## src/rtl/imm_gen_pipe.sv

```systemverilog
// RISC-V immediate generator behind a registered valid/ready stage with a one-entry skid buffer.
// Define IMM_GEN_CSR_ZIMM_EN to decode CSR zero-extended immediates (fmt 7).
module imm_gen_pipe #(
    parameter int unsigned XLEN  = 32,
    parameter int unsigned TAG_W = 5
) (
    input  logic             clk_i,
    input  logic             rst_i,
    input  logic             flush_i,
    input  logic             in_valid_i,
    output logic             in_ready_o,
    input  logic [31:0]      instr_i,
    input  logic [TAG_W-1:0] tag_i,
    output logic             out_valid_o,
    input  logic             out_ready_i,
    output logic [XLEN-1:0]  imm_o,
    output logic [2:0]       fmt_o,
    output logic [TAG_W-1:0] tag_o
);

    typedef enum logic [2:0] {
        FmtNone  = 3'd0,
        FmtI     = 3'd1,
        FmtS     = 3'd2,
        FmtB     = 3'd3,
        FmtU     = 3'd4,
        FmtJ     = 3'd5,
        FmtShamt = 3'd6,
        FmtCsrz  = 3'd7
    } fmt_e;

    typedef struct packed {
        logic             valid;
        logic [XLEN-1:0]  imm;
        logic [2:0]       fmt;
        logic [TAG_W-1:0] tag;
    } entry_t;

    entry_t     m_q, m_d, s_q, s_d, dec;
    logic [6:0] opcode;
    logic [2:0] funct3;
    logic       pop, push;

    assign opcode = instr_i[6:0];
    assign funct3 = instr_i[14:12];

    always_comb begin
        dec.valid = 1'b1;
        dec.tag   = tag_i;
        dec.fmt   = FmtNone;
        dec.imm   = '0;
        case (opcode)
            7'b0000011, 7'b1100111: begin
                dec.fmt = FmtI;
                dec.imm = XLEN'($signed(instr_i[31:20]));
            end
            7'b0010011: begin
                if (funct3 == 3'b001 || funct3 == 3'b101) begin
                    // funct7/funct6 sit above the shift amount and must not leak in
                    dec.fmt      = FmtShamt;
                    dec.imm[4:0] = instr_i[24:20];
                    if (XLEN == 64) dec.imm[5] = instr_i[25];
                end else begin
                    dec.fmt = FmtI;
                    dec.imm = XLEN'($signed(instr_i[31:20]));
                end
            end
            7'b0100011: begin
                dec.fmt = FmtS;
                dec.imm = XLEN'($signed({instr_i[31:25], instr_i[11:7]}));
            end
            7'b1100011: begin
                dec.fmt = FmtB;
                dec.imm = XLEN'($signed({instr_i[31], instr_i[7], instr_i[30:25],
                                         instr_i[11:8], 1'b0}));
            end
            7'b0110111, 7'b0010111: begin
                dec.fmt = FmtU;
                dec.imm = XLEN'($signed({instr_i[31:12], 12'b0}));
            end
            7'b1101111: begin
                dec.fmt = FmtJ;
                dec.imm = XLEN'($signed({instr_i[31], instr_i[19:12], instr_i[20],
                                         instr_i[30:21], 1'b0}));
            end
            7'b1110011: begin
`ifdef IMM_GEN_CSR_ZIMM_EN
                case (funct3)
                    3'b101, 3'b110, 3'b111: begin
                        dec.fmt = FmtCsrz;
                        dec.imm = XLEN'(instr_i[19:15]);
                    end
                    3'b001, 3'b010, 3'b011: begin
                        dec.fmt = FmtI;
                        dec.imm = XLEN'($signed(instr_i[31:20]));
                    end
                    default: begin
                        dec.fmt = FmtNone;
                        dec.imm = '0;
                    end
                endcase
`else
                dec.fmt = FmtI;
                dec.imm = XLEN'($signed(instr_i[31:20]));
`endif
            end
            default: begin
                dec.fmt = FmtNone;
                dec.imm = '0;
            end
        endcase
    end

    assign in_ready_o = ~s_q.valid;
    assign pop        = m_q.valid & out_ready_i;
    assign push       = in_valid_i & ~s_q.valid;

    always_comb begin
        m_d = m_q;
        s_d = s_q;
        if (flush_i) begin
            // data fields hold; only the valid bits drop
            m_d.valid = 1'b0;
            s_d.valid = 1'b0;
        end else if (!m_q.valid || pop) begin
            if (s_q.valid) begin
                m_d       = s_q;
                s_d.valid = 1'b0;
            end else if (push) begin
                m_d = dec;
            end else begin
                m_d.valid = 1'b0;
            end
        end else if (push) begin
            s_d = dec;
        end
    end

    always_ff @(posedge clk_i) begin
        if (rst_i) begin
            m_q <= '0;
            s_q <= '0;
        end else begin
            m_q <= m_d;
            s_q <= s_d;
        end
    end

    assign out_valid_o = m_q.valid;
    assign imm_o       = m_q.imm;
    assign fmt_o       = m_q.fmt;
    assign tag_o       = m_q.tag;

endmodule
```

## config.mk

```make
export PLATFORM = sky130hd
export DESIGN_NAME = imm_gen_pipe
export DESIGN_NICKNAME = d
export VERILOG_FILES = /design/src/rtl/imm_gen_pipe.sv
export SDC_FILE = /design/constraint.sdc
export NUM_CORES = 1
export LEC_CHECK = 0
export CAP_MARGIN = 0
export CORE_UTILIZATION = 50
export CTS_CLUSTER_SIZE = 28
export DETAILED_ROUTE_END_ITERATION = 8
export PLACE_DENSITY = 0.82
export REMOVE_ABC_BUFFERS = 1
export SETUP_SLACK_MARGIN = 0.3
export SYNTH_ARGS = -nofsm -noshare
export SYNTH_HDL_FRONTEND = slang
export SYNTH_SLANG_ARGS = --single-unit
export TNS_END_PERCENT = 20
```

## constraint.sdc

```tcl
create_clock -name clk_i -period 5.4 [get_ports clk_i]
set_input_delay 1.35 -clock clk_i [delete_from_list [all_inputs] [get_ports clk_i]]
set_output_delay 1.35 -clock clk_i [all_outputs]
set_load 0.02 [all_outputs]
```

# Yosys cells after proc, flatten, opt, wreduce, memory -nomap -nowiden
# Index checks and enable logic that the tools add are counted.
# word_totals
register_bits,82
input_bits,42
out_inout_bits,42
wordCells,40
# op_classes
eq_ne,11
n_mux,6
bitwise_logic,5
n_reduce_logical,10
# op_table
op,count
35-bit one-hot mux with 6 select lines,1
41-bit two-way mux,1
40-bit two-way mux,1
7-bit equality test (second input constant),4
27-bit two-way mux,1
7-bit by 5-bit equality test with 1-bit output (second input constant),2
7-bit by 6-bit equality test with 1-bit output (second input constant),2
7-bit by 2-bit equality test with 1-bit output (second input constant),1
3-bit AND reduction,2
3-bit OR reduction,2
2-bit OR reduction,2
3-bit by 1-bit equality test with 1-bit output (second input constant),1
3-bit equality test (second input constant),1
3-bit two-way mux,1
1-bit NOT,3
1-bit bitwise AND,2
1-bit logical OR,2
2-bit nonzero test,1
1-bit logical NOT,1
1-bit two-way mux,1

# Logic depth before layout (Yosys ltp)
# logic_depth
ltp_word,6
mapped_depth,8
depth_no_buf,5

# Worst setup path before layout
# Ideal clock, no wire load.
# synth_path
path_kind,input -> register
from,in instr_i[6]
to,"reg m_q, in the netlist imm_o[22]"
setup_ns,0.087
arrival_ns,2.568
required_ns,5.313
path_slack_ns,2.745
path_stages,7
path_cell_list,buf_6 > or2_4 > o221a_4 > a211oi_2 > nor3_1 > buf_6 > a221oi_2
# synth_via
elab_chain_len,5
word_cells_on_any_way,14
cone_classes,9 x eq/ne; 3 x mux; 2 x reduce/logical
# synth_rtl
element,line_no,source
from (decl),12,"input logic [31:0] instr_i,"
7-bit equality test (tied with other cells),52,case (opcode)
3-bit OR reduction (no source line) / 2-bit OR reduction (equally long branches),n/a,
35-bit one-hot mux with 6 select lines (*),52,
40-bit two-way mux (*),129,end else if (push) begin
41-bit two-way mux (*),126,if (s_q.valid) begin
to (signal assigned),144,m_q <= m_d;
to (decl),39,"entry_t m_q, m_d, s_q, s_d, dec;"
# Mark *: on every way between the ends. The rest lies on a longest branch, timed or not. The select of a mux whose other input is x is not followed.
# A chain may end at the register's enable or synchronous reset.

# Worst setup path in the final report
# layout_path
from,reg s_q[40] (netlist bit)
to,out in_ready_o
# layout_via
elab_chain_len,1
# layout_rtl
element,line_no,source
from (decl),39,
from (signal assigned),142,s_q <= '0;
from (signal assigned),145,s_q <= s_d;
1-bit NOT,114,assign in_ready_o = ~s_q.valid;
to (decl),11,"output logic in_ready_o,"
# No other way between the ends.

==> impl_results.md <==
- Initial antenna violation count: 0
- CP endpoint kind: primary output
- Worst clock skew: 10.1 ps
- # diodes: 0
- Fillers: 622
- Share of flip-flops with an asynchronous set or reset: 0%
- Initial DRC Count: 282
- Crit path kind: flip-flop to primary output
- Syn avg cell area: 8.57 µm²
- MaxCap Viol Count: 0
- Max_slew headroom: 24.1%
- Pwr Density: 262 mW/mm²
- Mapped Cells: 434
- RePlAce Congestion: 0.881
- Number of synthesized flops with an enable pin: 0
- Nets@finish: 539
- Synth cell types: 42
- Worst reg-to-reg setup slack: 2770 ps
- CTS buffer count: 9
- RSZ-0062 raised after global routing: no
- DR WL/cell: 16.0 µm
- Status: complete, no violations
- Clk_lat worst skew: 350 ps
- Worst-case reg-to-reg path depth: 6
- Post-route ant nets: 0
- Fin crit share: 64.0%
- Ratio of cells with drive above 1 in the final layout: 8.57%
- Clk root buf: clkbuf_8
- Die span in y: 88.2 µm
- Tot Pwr: 1.24 mW
- Ports: 84
- Setup bufs post-CTS: 0
- Reg clk slew, reported paths: 80 ps
- Die area: 0.00779 mm²
- Layout Cells excl Fill: 601
- Max FO, Critical Path: 29
- Post-synthesis sequential area ratio: 44.1%
- Setup violators final: 0
- I/O Buffers: 83
- Synth Flop Type: dfxtp_1
- Hold Fails Final Rpt: 0
- Synth Cell Area: 0.00372 mm²
- Max Buffers Root-to-Sink: 2
- Total GRT Usage: 25.5%
- WHS Path Cells: 2
- # DRC: 0
- P_leak: 1.50 nW
- Placed cells: 585
- Via Count: 3,509
- Largest net degree at the start of global routing: 71
- Vias in the first global route: 3,345
- Clock sink total: 82
- Slew Viols, Final: 0
- Vias per std cell: 5.84
- Die W: 88.2 µm
- Max Fclk: 289 MHz
- Seq cells post-synth: 82
- TritonCTS clock tree: done
- H-tree depth reported by CTS: 3
- Core area: 0.00721 mm²
- Post-route setup TNS: 0 ps
- Wirelength, routed: 9.60 mm
- Area Growth Syn to Fin: 27.4%
- Worst min path class: flip-flop to flip-flop
- Initial Utilization: 51.5%
- VDD IR-drop max: 0.129 mV
- Hold Buf Count CTS: 0
- Critical Path RT: 4050 ps
- Startpoint Class: flip-flop
- First-pass GRT wire length: 15.5 mm
- Crit path DAT: 2110 ps
- 1st-pass router iterations: 5
- Slew @ Worst Pin: 1130 ps
- DP HPWL: 6.24 mm
- Gr ovfl total: 0
- Num rows: 31
- Yosys warnings: 0
- CTS resizes: 0
- Tmin final: 3460 ps
- Final Util: 65.7%
[worst paths after layout]
kind,start,end
hold / removal,s_q[17]$_SDFFE_PP0P_,s_q[17]$_SDFFE_PP0P_
setup / recovery,s_q[40]$_SDFFE_PP0P_,in_ready_o
setup reg to reg,s_q[40]$_SDFFE_PP0P_,imm_o[23]$_SDFFE_PP0P_
hold reg to reg,s_q[17]$_SDFFE_PP0P_,s_q[17]$_SDFFE_PP0P_
[registers in the layout (all words and copies together) (netlist names)]
register     count
out_valid_o      1
s_q             41
fmt_o            3
imm_o           32
tag_o            5
[layer usage]
layer / track usage [%] / vias to the layer above / wire [µm]
met5: 0 / - / 0
met2: 41.0 / 137 / 4500
met3: 5.32 / 15 / 710
li1: - / 1705 / -
met4: 11.9 / 0 / 157
met1: 33.0 / 1652 / 4230
[where the power goes]
part           leakage, nW  switching, mW  internal (mW)
clock               0.0889          0.226          0.215
combinational        0.745         0.0906         0.0780
sequential           0.666        0.00947          0.621
total                 1.50          0.326          0.914
[kinds of logic after synthesis]
| kind of cell | count (synthesis) | share of synthesized area, % |
|---|---|---|
| and+or+nand+nor | 165 | 20.3 |
| AOI/OAI and AO/OA | 134 | 27.2 |
| DFF | 82 | 44.1 |
| buffers and inverters | 42 | 5.38 |
| muxes | 11 | 2.96 |
[worst max-delay path, cell delays in order (launching register included)]
cell and delay, ps:
dfxtp_1 310, inv_1 680, clkdlybuf4s50_1 760
[placed cells by master, fill, tap and decap left out, types with 2 or more instances in the layout]
cell type / count
a221oi_2: 10
clkinvlp_4: 3
a21boi_0: 4
o211ai_1: 2
nand2b_1: 3
clkdlybuf4s50_1: 82
a211oi_1: 39
mux2i_1: 11
nand4_1: 2
a211oi_2: 2
and3_1: 4
a21oi_1: 21
nor2_1: 50
nand2_1: 61
or3_1: 2
dfxtp_1: 82
nor2_2: 2
nor3_1: 8
and2_0: 8
a311oi_1: 9
a21o_1: 3
clkbuf_8: 9
o21ai_0: 31
nor4_1: 5
buf_4: 6
nand3_1: 11
nor2b_1: 2
a221oi_1: 6
inv_1: 5
[cell type report]
| class | count | area [µm²] | area share (%) |
|---|---|---|---|
| clock buffers | 10 | 128 | 2.69 |
| clock inverters | 6 | 66.3 | 1.40 |
| well taps | 99 | 124 | 2.61 |
| inverters | 5 | 18.8 | 0.396 |
| multi-input cells | 310 | 1890 | 39.9 |
| flip-flops and latches | 82 | 1640 | 34.7 |
| repair buffers | 89 | 871 | 18.4 |
[per-stage QoR]
stage | area (µm²) | hold WS (ps) | setup WS (ps)
2_1_floorplan | 3540 | 425 | 1700
3_3_place_gp | 4540 | 439 | 1700
3_5_place_dp | 4540 | 448 | 1580
4_1_cts | 4740 | 459 | 1970
5_1_grt | 4740 | 480 | 1850
6_report | 4740 | 455 | 1940
[cell usage after synthesis, types with 6 or more instances]
cell / number / share of area [%]
clkbuf_1: 24 / 2.4
nand3_1: 11 / 1.5
nor3_1: 9 / 1.2
mux2i_1: 11 / 3.0
a311oi_1: 9 / 2.1
dfxtp_1: 82 / 44
buf_2: 7 / 0.94
a21oi_1: 21 / 2.8
o21ai_0: 31 / 4.2
and2_0: 8 / 1.3
a221oi_2: 10 / 4.0
nor2_1: 50 / 5.0
a211oi_1: 39 / 7.9
a221oi_1: 6 / 1.4
nand2_1: 61 / 6.2
(Power assumes the default switching activity.)
